$ cat src/rtl/serdes_pkg.sv
// serdes_pkg: shared FSM state types, line constants and frame-length helper for serdes_framed.
// Parity states and the longer frame exist only when SERDES_PARITY_EN is defined.
package serdes_pkg;
  typedef enum logic [2:0] {
    TX_IDLE,
    TX_START,
    TX_DATA,
`ifdef SERDES_PARITY_EN
    TX_PAR,
`endif
    TX_STOP
  } tx_state_t;
  typedef enum logic [1:0] {
    RX_IDLE,
    RX_DATA,
`ifdef SERDES_PARITY_EN
    RX_PAR,
`endif
    RX_STOP
  } rx_state_t;
  localparam logic LINE_IDLE = 1'b1;
  localparam logic START_BIT = 1'b0;
  function automatic int frame_len(input int data_w);
`ifdef SERDES_PARITY_EN
    return data_w + 3;
`else
    return data_w + 2;
`endif
  endfunction
endpackage

$ cat src/rtl/serdes_rx_deframer.sv
// serdes_rx_deframer: RX FSM sampling one line bit per enabled clk; delivers words with parity/frame flags.
// Parity capture and checking exist only with SERDES_PARITY_EN.
module serdes_rx_deframer import serdes_pkg::*; #(
  parameter int DATA_W = 8,
  parameter bit LSB_FIRST = 1'b1
) (
  input  logic              clk,
  input  logic              rst_n,
  input  logic              en,
  input  logic              sample,
  output logic [DATA_W-1:0] data,
  output logic              valid,
  output logic              par_err,
  output logic              frame_err
);
  localparam int CW = $clog2(DATA_W);
  rx_state_t state, state_n;
  logic [DATA_W-1:0] sh, sh_n, sh_in, data_n;
  logic [CW-1:0] cnt, cnt_n;
  logic pulse, pulse_n, ferr_n, last;
  assign sh_in = LSB_FIRST ? {sample, sh[DATA_W-1:1]} : {sh[DATA_W-2:0], sample};
  assign last = cnt == CW'(DATA_W - 1);
  assign valid = pulse & en;
`ifdef SERDES_PARITY_EN
  logic par, par_n, perr, perr_n;
  assign par_err = perr;
  always_ff @(posedge clk or negedge rst_n)
    if (!rst_n) begin
      par <= 1'b0;
      perr <= 1'b0;
    end else if (en) begin
      par <= par_n;
      perr <= perr_n;
    end
`else
  assign par_err = 1'b0;
`endif
  always_comb begin
    state_n = state;
    sh_n = sh;
    cnt_n = cnt;
    data_n = data;
    pulse_n = 1'b0;
    ferr_n = frame_err;
`ifdef SERDES_PARITY_EN
    par_n = par;
    perr_n = perr;
`endif
    case (state)
      RX_IDLE: begin
        cnt_n = '0;
        if (sample == START_BIT) state_n = RX_DATA;
      end
      RX_DATA: begin
        sh_n = sh_in;
        cnt_n = cnt + 1'b1;
`ifdef SERDES_PARITY_EN
        if (last) state_n = RX_PAR;
`else
        if (last) state_n = RX_STOP;
`endif
      end
`ifdef SERDES_PARITY_EN
      RX_PAR: begin
        par_n = sample;
        state_n = RX_STOP;
      end
`endif
      RX_STOP: begin
        data_n = sh;
        pulse_n = 1'b1;
        ferr_n = sample != LINE_IDLE;
`ifdef SERDES_PARITY_EN
        perr_n = ^sh ^ par;
`endif
        state_n = RX_IDLE;
      end
      default: state_n = RX_IDLE;
    endcase
  end
  always_ff @(posedge clk or negedge rst_n)
    if (!rst_n) begin
      state <= RX_IDLE;
      sh <= '0;
      cnt <= '0;
      data <= '0;
      pulse <= 1'b0;
      frame_err <= 1'b0;
    end else if (en) begin
      state <= state_n;
      sh <= sh_n;
      cnt <= cnt_n;
      data <= data_n;
      pulse <= pulse_n;
      frame_err <= ferr_n;
    end
endmodule

$ cat src/rtl/serdes_framed.sv
// serdes_framed: framed SERDES top holding the TX FSM and loopback mux; RX lives in serdes_rx_deframer.
// Define SERDES_PARITY_EN to add an even-parity bit to every frame.
module serdes_framed import serdes_pkg::*; #(
  parameter int DATA_W = 8,
  parameter bit LSB_FIRST = 1'b1
) (
  input  logic              clk,
  input  logic              rst_n,
  input  logic              en,
  input  logic              loopback,
  input  logic [DATA_W-1:0] tx_data,
  input  logic              tx_valid,
  output logic              tx_ready,
  output logic              ser_out,
  input  logic              ser_in,
  output logic [DATA_W-1:0] rx_data,
  output logic              rx_valid,
  output logic              rx_par_err,
  output logic              rx_frame_err
);
  localparam int CW = $clog2(DATA_W);
  tx_state_t state, state_n;
  logic [DATA_W-1:0] sh, sh_n, sh_adv;
  logic [CW-1:0] cnt, cnt_n;
  logic ser_n, head, last, accept, rx_line;
  assign head = LSB_FIRST ? sh[0] : sh[DATA_W-1];
  assign sh_adv = LSB_FIRST ? sh >> 1 : sh << 1;
  assign last = cnt == CW'(DATA_W - 1);
  assign tx_ready = en && (state == TX_IDLE || state == TX_STOP);
  assign accept = tx_valid && tx_ready;
  assign rx_line = loopback ? ser_out : ser_in;
`ifdef SERDES_PARITY_EN
  logic par, par_n;
  always_ff @(posedge clk or negedge rst_n)
    if (!rst_n) par <= 1'b0;
    else if (en) par <= par_n;
`endif
  always_comb begin
    state_n = state;
    sh_n = sh;
    cnt_n = cnt;
    ser_n = ser_out;
`ifdef SERDES_PARITY_EN
    par_n = par;
`endif
    case (state)
      TX_IDLE, TX_STOP: begin
        state_n = TX_IDLE;
        ser_n = LINE_IDLE;
        if (accept) begin
          state_n = TX_START;
          sh_n = tx_data;
          ser_n = START_BIT;
`ifdef SERDES_PARITY_EN
          par_n = ^tx_data;
`endif
        end
      end
      TX_START: begin
        state_n = TX_DATA;
        ser_n = head;
        sh_n = sh_adv;
        cnt_n = '0;
      end
      TX_DATA: begin
        if (last) begin
`ifdef SERDES_PARITY_EN
          state_n = TX_PAR;
          ser_n = par;
`else
          state_n = TX_STOP;
          ser_n = LINE_IDLE;
`endif
        end else begin
          ser_n = head;
          sh_n = sh_adv;
          cnt_n = cnt + 1'b1;
        end
      end
`ifdef SERDES_PARITY_EN
      TX_PAR: begin
        state_n = TX_STOP;
        ser_n = LINE_IDLE;
      end
`endif
      default: state_n = TX_IDLE;
    endcase
  end
  always_ff @(posedge clk or negedge rst_n)
    if (!rst_n) begin
      state <= TX_IDLE;
      sh <= '0;
      cnt <= '0;
      ser_out <= LINE_IDLE;
    end else if (en) begin
      state <= state_n;
      sh <= sh_n;
      cnt <= cnt_n;
      ser_out <= ser_n;
    end
  serdes_rx_deframer #(.DATA_W(DATA_W), .LSB_FIRST(LSB_FIRST)) u_rx (
    .clk       (clk),
    .rst_n     (rst_n),
    .en        (en),
    .sample    (rx_line),
    .data      (rx_data),
    .valid     (rx_valid),
    .par_err   (rx_par_err),
    .frame_err (rx_frame_err)
  );
endmodule

$ cat config.mk
export PLATFORM = sky130hd
export DESIGN_NAME = serdes_framed
export DESIGN_NICKNAME = d
export VERILOG_FILES = /design/src/rtl/serdes_pkg.sv /design/src/rtl/serdes_rx_deframer.sv /design/src/rtl/serdes_framed.sv
export SDC_FILE = /design/constraint.sdc
export NUM_CORES = 1
export LEC_CHECK = 0
export ABC_CLOCK_PERIOD_IN_PS = 1500
export CORE_AREA = 3 3 75 77
export CTS_BUF_LIST = sky130_fd_sc_hd__clkbuf_16
export CTS_CLUSTER_DIAMETER = 80
export CTS_CLUSTER_SIZE = 30
export DETAILED_ROUTE_END_ITERATION = 6
export DIE_AREA = 0 0 78 80
export DONT_BUFFER_PORTS = 1
export GPL_TIMING_DRIVEN = 0
export PLACE_DENSITY = 0.55
export SLEW_MARGIN = 40
export SYNTH_ARGS = -nofsm -noshare
export SYNTH_HDL_FRONTEND = slang
export SYNTH_SLANG_ARGS = --single-unit
$ cat constraint.sdc
create_clock -name clk -period 1.5 [get_ports clk]
set_clock_uncertainty 0.05 [all_clocks]
set_input_delay 0.3 -clock clk [delete_from_list [all_inputs] [get_ports clk]]
set_output_delay 0.3 -clock clk [all_outputs]
set_load 0.005 [all_outputs]
==> out/results.tsv, run 1 <==
metric	value	unit
placed_area	1894	um2
insertion_delay	280	ps
cp_top_family	multiplexers	
drive_gt1_frac	0.4400	
min_path_type	in2reg	
preCtsSetupSlack	-139.4	ps
ys_dominant_reg_cell	dfrtp_1	
dp_hpwl	2.210	mm
ys_seq_area_frac	0.5278	
dr.pass1.iters	4	
crit_required	1610	ps
synthesis.area	1757	um2
cts_buffers	5	
fmax	629.7	MHz
wire_per_inst	14.51	um
synth_adder_area_share	0.04274	
die_x	78	um
drc	0	
synth_top_family_by_area	multiplexers	
cpMostUsedCell	mux2_4	
rsz0062_at_grt	true	
cts_max_level	2	
holdWs	122.8	ps
grt_max_degree	38	
fin_cells	220	
setup_ws	-88.06	ps
dieHeight	80	um
synth_seq_cells	37	
worst-path-buf-inv	1	
timing.final.crit_period	1588	ps
die_area	6240	um2
crit_path_max_fanout	5	
rrSetupSlack	-90	ps
clk_pin_slew	50	ps
fin_area	2188	um2
start_util	0.3462	
utilization	0.4312	
antenna_found_initial	0	
synth_compound_area_frac	0.06268	
cap_violations	0	
synth-warning-count	0	
place.gp.congestion	0.7626	
power_density	2214	nW/um2
routed_wirelength	3.193	mm
ant_nets	0	
clock_path_buffers	2	
synth_edf_count	0	
status	finished with violations	
setup_violations	11	
synthTopCellsByArea	dfrtp_1 (51%), mux2_2 (20%), ha_1 (4.3%)	
core-area	5075	um2
synthMuxAreaShare	0.2101	
cp_cell_sequence	ha_4 -> buf_6 -> mux2_4 -> mux2_4	
critical_path_arrival	1700	ps
synth_xor_area_frac	0	
syn_nets	156	
hold_violations	0	
grt-ovfl-total	0	
ios	27	
drv_slew	0	
syn2layout_area_growth	24.57	%
synth_area_per_cell	12.92	um2
io_buffers	0	
yosysTopAreaCell	dfrtp_1	
synth_cells	136	
synth.distinct_cells	28	
critPathKind	reg2reg	
vias	1069	
vias_per_cell	4.859	
track_usage	0.1134	
fin_crit_sh	1.059	
slowest_delay	410	ps
nets	169	
p_leak	1.053	nW
endpoint_kind	flip-flop	
rows	26	
cts-root-buf	clkbuf_16	
drt-initial-drc-count	38	
crit_slowest_cell	dfrtp_1	
grt_pass1_vias	1146	
violations	negative setup slack	
diodes	0	
cts_tree	done	
vdd_drop_max	0.7268	mV
finalSetupTns	-692.2	ps
grt_pass1_wl	5.430	mm
async_flop_share	1.000	
dp_cells	206	
cts_sinks	37	
crit_path_start_kind	flip-flop	
synth_top_area_frac	0.5128	
yosys.area_share.simple	0.09900	
power	4.845	mW
[final timing paths]
check,start,end,cells past startpoint
worst max-delay path,state[1],sh[2],4
worst min-delay path,tx_data[7],sh[7],2
worst max register to register,state[1],sh[2],4
worst min register to register,u_rx.cnt[1],u_rx.cnt[1],2
max in group asynchronous,rst_n,ser_out,2
min in group asynchronous,rst_n,u_rx.pulse,2
[layer usage]
| layer | vias to the layer above | wire length [um] | global-route usage | share of wire |
|---|---|---|---|---|
| met5 | - | 0 | 0 | 0 |
| met2 | 28 | 1544 | 0.1849 | 0.48 |
| met1 | 541 | 1380 | 0.1278 | 0.43 |
| li1 | 498 | - | - | - |
| met4 | 0 | 16 | 0.03671 | 0.0050 |
| met3 | 2 | 252 | 0.05982 | 0.079 |
[placed cells by master, fill, tap and decap left out, types with 2 or more instances in the layout]
cell,count
nand2_1,12
mux2_4,13
o21ai_1,5
dfrtp_1,35
ha_1,3
inv_1,7
buf_6,4
nand2b_4,2
clkbuf_16,5
mux2_2,18
ha_4,2
o21ai_0,7
mux2i_1,2
a21oi_1,3
buf_4,6
[registers in the layout, summed over array words and instances, names as in the netlist]
register        flops
ser_out             1
u_rx.state          2
u_rx.data           8
cnt                 3
u_rx.frame_err      1
u_rx.sh             8
sh                  8
u_rx.cnt            3
state               2
u_rx.pulse          1
[where the power goes]
group,internal (mW),switching (mW),leakage [nW]
Sequential,1.40,0.274,0.467
Combinational,1.24,0.758,0.502
Clock,0.780,0.390,0.0852
Total,3.42,1.42,1.05
[cells in the mapped netlist (2+ instances only)]
| library cell | number |
|---|---|
| inv_1 | 7 |
| o21ai_1 | 3 |
| and2_1 | 2 |
| o21ai_0 | 9 |
| buf_6 | 3 |
| dfrtp_1 | 36 |
| nand2_1 | 13 |
| ha_1 | 6 |
| mux2i_1 | 2 |
| nand2b_1 | 2 |
| buf_4 | 3 |
| a21oi_1 | 4 |
| mux2_2 | 31 |
[area by class of cell]
cell class / count / area (um2)
flip-flops and latches: 37 / 928.4
repair buffers: 8 / 82.58
clock inverters: 3 / 42.54
multi-input cells: 85 / 843.3
fillers: 476 / 2887
well taps: 70 / 87.58
inverters: 7 / 26.28
plain buffers: 5 / 52.55
clock buffers: 5 / 125.1
[repair_timing]
| action | 4_1_cts | 5_1_grt |
|---|---|---|
| hold buffers | 2 | 0 |
| pin swaps | 4 | 5 |
| setup endpoints to repair | 12 | 15 |
| endpoints found under the hold margin | 37 | 0 |
| gates resized for setup | 7 | 10 |
| buffers inserted | 5 | 1 |
[logic make-up after synthesis]
| logic type | count (synthesis) |
|---|---|
| adder cells (fa/ha/maj) | 6 |
| flip-flops | 37 |
| AO/OA/AOI/OAI | 20 |
| buffers and inverters | 14 |
| multiplexers | 33 |
| AND/OR/NAND/NOR | 25 |
| other | 1 |
Power figures use the tool's default switching activity.
==> run 2: changes to the inputs <==
--- a/config.mk
+++ b/config.mk
@@ -9,12 +9,13 @@
 export CORE_AREA = 3 3 75 77
 export CTS_BUF_LIST = sky130_fd_sc_hd__clkbuf_16
 export CTS_CLUSTER_DIAMETER = 80
-export CTS_CLUSTER_SIZE = 30
+export CTS_CLUSTER_SIZE = 16
 export DETAILED_ROUTE_END_ITERATION = 6
 export DIE_AREA = 0 0 78 80
 export DONT_BUFFER_PORTS = 1
 export GPL_TIMING_DRIVEN = 0
 export PLACE_DENSITY = 0.55
+export SETUP_SLACK_MARGIN = 0.2
 export SLEW_MARGIN = 40
 export SYNTH_ARGS = -nofsm -noshare
 export SYNTH_HDL_FRONTEND = slang
==> run 2 against run 1 <==
The flow still finishes with violations (negative setup slack). Combinational power is 11% higher. Sequential cell count stayed put. Critical path depth is 1 higher. Register-to-register slack worse by 70 ps. Setup slack worse by 88 ps. Count of clock-buffer cells in the layout stayed put. Die area stayed put. Sequential share of layout area is 1.7 points lower. First-iteration DRC count is 29% higher. Utilization is 1.8 points higher. Cell area is 4.2% higher. Critical endpoint is now tx_ready. Highest routed layer unchanged.
==> out/results.tsv, run 2 (synthesized netlist as in run 1, its figures left out) <==
metric	value	unit	change
status	finished with violations		unchanged
cts_max_level	2		unchanged
gr-usage-met1	0.1392		was 0.1278
cp_top_family	flip-flops		was multiplexers
rsz0062_at_grt	true		unchanged
cp_cell_sequence	inv_2 -> ha_4 -> buf_6 -> buf_8 -> and2_4		was ha_4 -> buf_6 -> mux2_4 -> mux2_4
final_common_cell	dfrtp_1		unchanged
cts_buffers	5		unchanged
drt-initial-drc-count	49		was 38
timing.final.crit_period	1676	ps	was 1588 ps
routed_wirelength	3.404	mm	was 3.193 mm
crit_path_start_kind	flip-flop		unchanged
fmax	596.7	MHz	was 629.7 MHz
setup_ws	-175.9	ps	was -88.06 ps
setup_violations	11		unchanged
power.share.clock	0.230		was 0.242
crit_required	1150	ps	was 1610 ps
fin_cells	226		was 220
insertion_delay	280	ps	about the same
preCtsSetupSlack	-132.9	ps	was -139.4 ps
core-area	5075	um2	unchanged
vdd_drop_max	0.8842	mV	was 0.7268 mV
finalSetupTns	-1464	ps	was -692.2 ps
p_int	3.537	mW	was 3.423 mW
cap_violations	0		unchanged
grtUsageMet2	0.1935		was 0.1849
critPathKind	reg2out		was reg2reg
grt_max_degree	38		unchanged
cts_tree	done		unchanged
diodes	0		unchanged
busiest_layer	met2		unchanged
grt_util_met3	0.06208		was 0.05982
drc	0		unchanged
ant_nets	0		unchanged
multiInputGateArea	879.6	um2	was 843.3 um2
dp_hpwl	2.255	mm	was 2.210 mm
endpoint_kind	primary output		was flip-flop
wire_per_inst	15.06	um	was 14.51 um
reg_top3	sh (8), u_rx.data (8), u_rx.sh (8)		unchanged
ios	27		unchanged
worst-path-buf-inv	3		was 1
min_path_type	in2reg		unchanged
io_buffers	0		unchanged
dr.pass1.iters	4		unchanged
vias_per_cell	4.819		was 4.859
antenna_found_initial	0		unchanged
p_leak	1.075	nW	was 1.053 nW
violations	negative setup slack		unchanged
slowest_delay	390	ps	was 410 ps
crit_path_max_fanout	5		unchanged
power_switching_share	0.3016		was 0.2935
syn2layout_area_growth	29.84	%	was 24.57%
cts_sinks	37		unchanged
drv_slew	0		unchanged
grt_pass1_wl	5.754	mm	was 5.430 mm
crit_slowest_cell	dfrtp_1		unchanged
seq_area	929.6	um2	was 928.4 um2
dieHeight	80	um	unchanged
pwr-share-comb	0.439		was 0.412
power_density	2220	nW/um2	was 2214 nW/um2
nets	175		was 169
fin_crit_sh	1.117		was 1.059
grt-ovfl-total	0		unchanged
critical_path_arrival	1330	ps	was 1700 ps
grt_pass1_vias	1155		was 1,146
seqPwrFrac	0.331		was 0.346
rows	26		unchanged
final_cell_mix	dfrtp_1 (34), mux2_2 (21), nand2_1 (12), buf_4 (10), mux2_4 (10)		was dfrtp_1 (35), mux2_2 (18), mux2_4 (13), nand2_1 (12)
holdWs	133.5	ps	was 122.8 ps
hold_violations	0		unchanged
clock_path_buffers	2		unchanged
drive_gt1_frac	0.4872		was 0.4400
vias	1089		was 1,069
clk_pin_slew	60	ps	was 50 ps
utilization	0.4495		was 0.4312
die_x	78	um	unchanged
fillCellCount	489		was 476
die_area	6240	um2	unchanged
track_usage	0.1202		was 0.1134
power	5.064	mW	was 4.845 mW
place.gp.congestion	0.7424		was 0.7626
p_sw	1.528	mW	was 1.422 mW
fin_area	2281	um2	was 2188 um2
dp_cells	206		unchanged
start_util	0.3462		unchanged
cts-root-buf	clkbuf_16		unchanged
placed_area	1918	um2	was 1894 um2
## run 2: cell count changes in the layout (fill, tap and decap cells not counted), moves of 2 or more
cell	before	now
buf_4	6	10
mux2_2	18	21
mux2_4	13	10
o21ai_1	5	3
## run 2: power groups by stage
stage	sequential, mW	clock, mW	combinational [mW]
6_report	1.68	1.16	2.22
5_1_grt	1.73	1.27	2.42
4_1_cts	1.66	1.20	2.01
3_5_place_dp	1.68	0	1.65
3_3_place_gp	1.66	0	1.57
2_1_floorplan	1.60	0	1.41
## run 2: worst paths after layout
check / cells past startpoint / end / start / slack (ps)
max in group asynchronous: 2 / ser_out / rst_n / 730
min in group asynchronous: 2 / cnt[2] / rst_n / 430
worst min-delay path: 2 / sh[7] / tx_data[7] / 130
worst min register to register: 2 / u_rx.cnt[1] / u_rx.cnt[1] / 450
worst max-delay path: 5 / tx_ready / state[0] / -180
worst max register to register: 6 / sh[0] / state[0] / -160
## run 2: repair_timing
item / CTS / global route
hold buffers: 2 / 0
gates resized for setup: 3 / 13
pin swaps: 2 / 3
setup buffers: 7 / 3
setup endpoints to repair: 15 / 30
hold endpoints to repair: 37 / 0
## run 2: layout make-up
| type | count | area share |
|---|---|---|
| Sequential cell | 37 | 0.4076 |
| Multi-Input combinational cell | 85 | 0.3856 |
| Inverter | 7 | 0.01152 |
| Clock inverter | 3 | 0.01810 |
| Clock buffer | 5 | 0.05485 |
| Buffer | 7 | 0.03291 |
| Timing Repair Buffer | 12 | 0.05101 |
| Tap cell | 70 | 0.03840 |
## run 2: layer usage
layer	share of wire	vias up	routed length, um
li1	-	508	-
met1	0.40	553	1376
met2	0.51	26	1733
met3	0.082	2	280
met4	0.0038	0	13
met5	0	-	0
## run 2: worst reg2reg max path, stage by stage, from the launching register on
cell and delay [ps]:
dfrtp_1 390, inv_2 90, ha_4 200, buf_6 130, buf_6 130, mux2_4 290, mux2_4 270
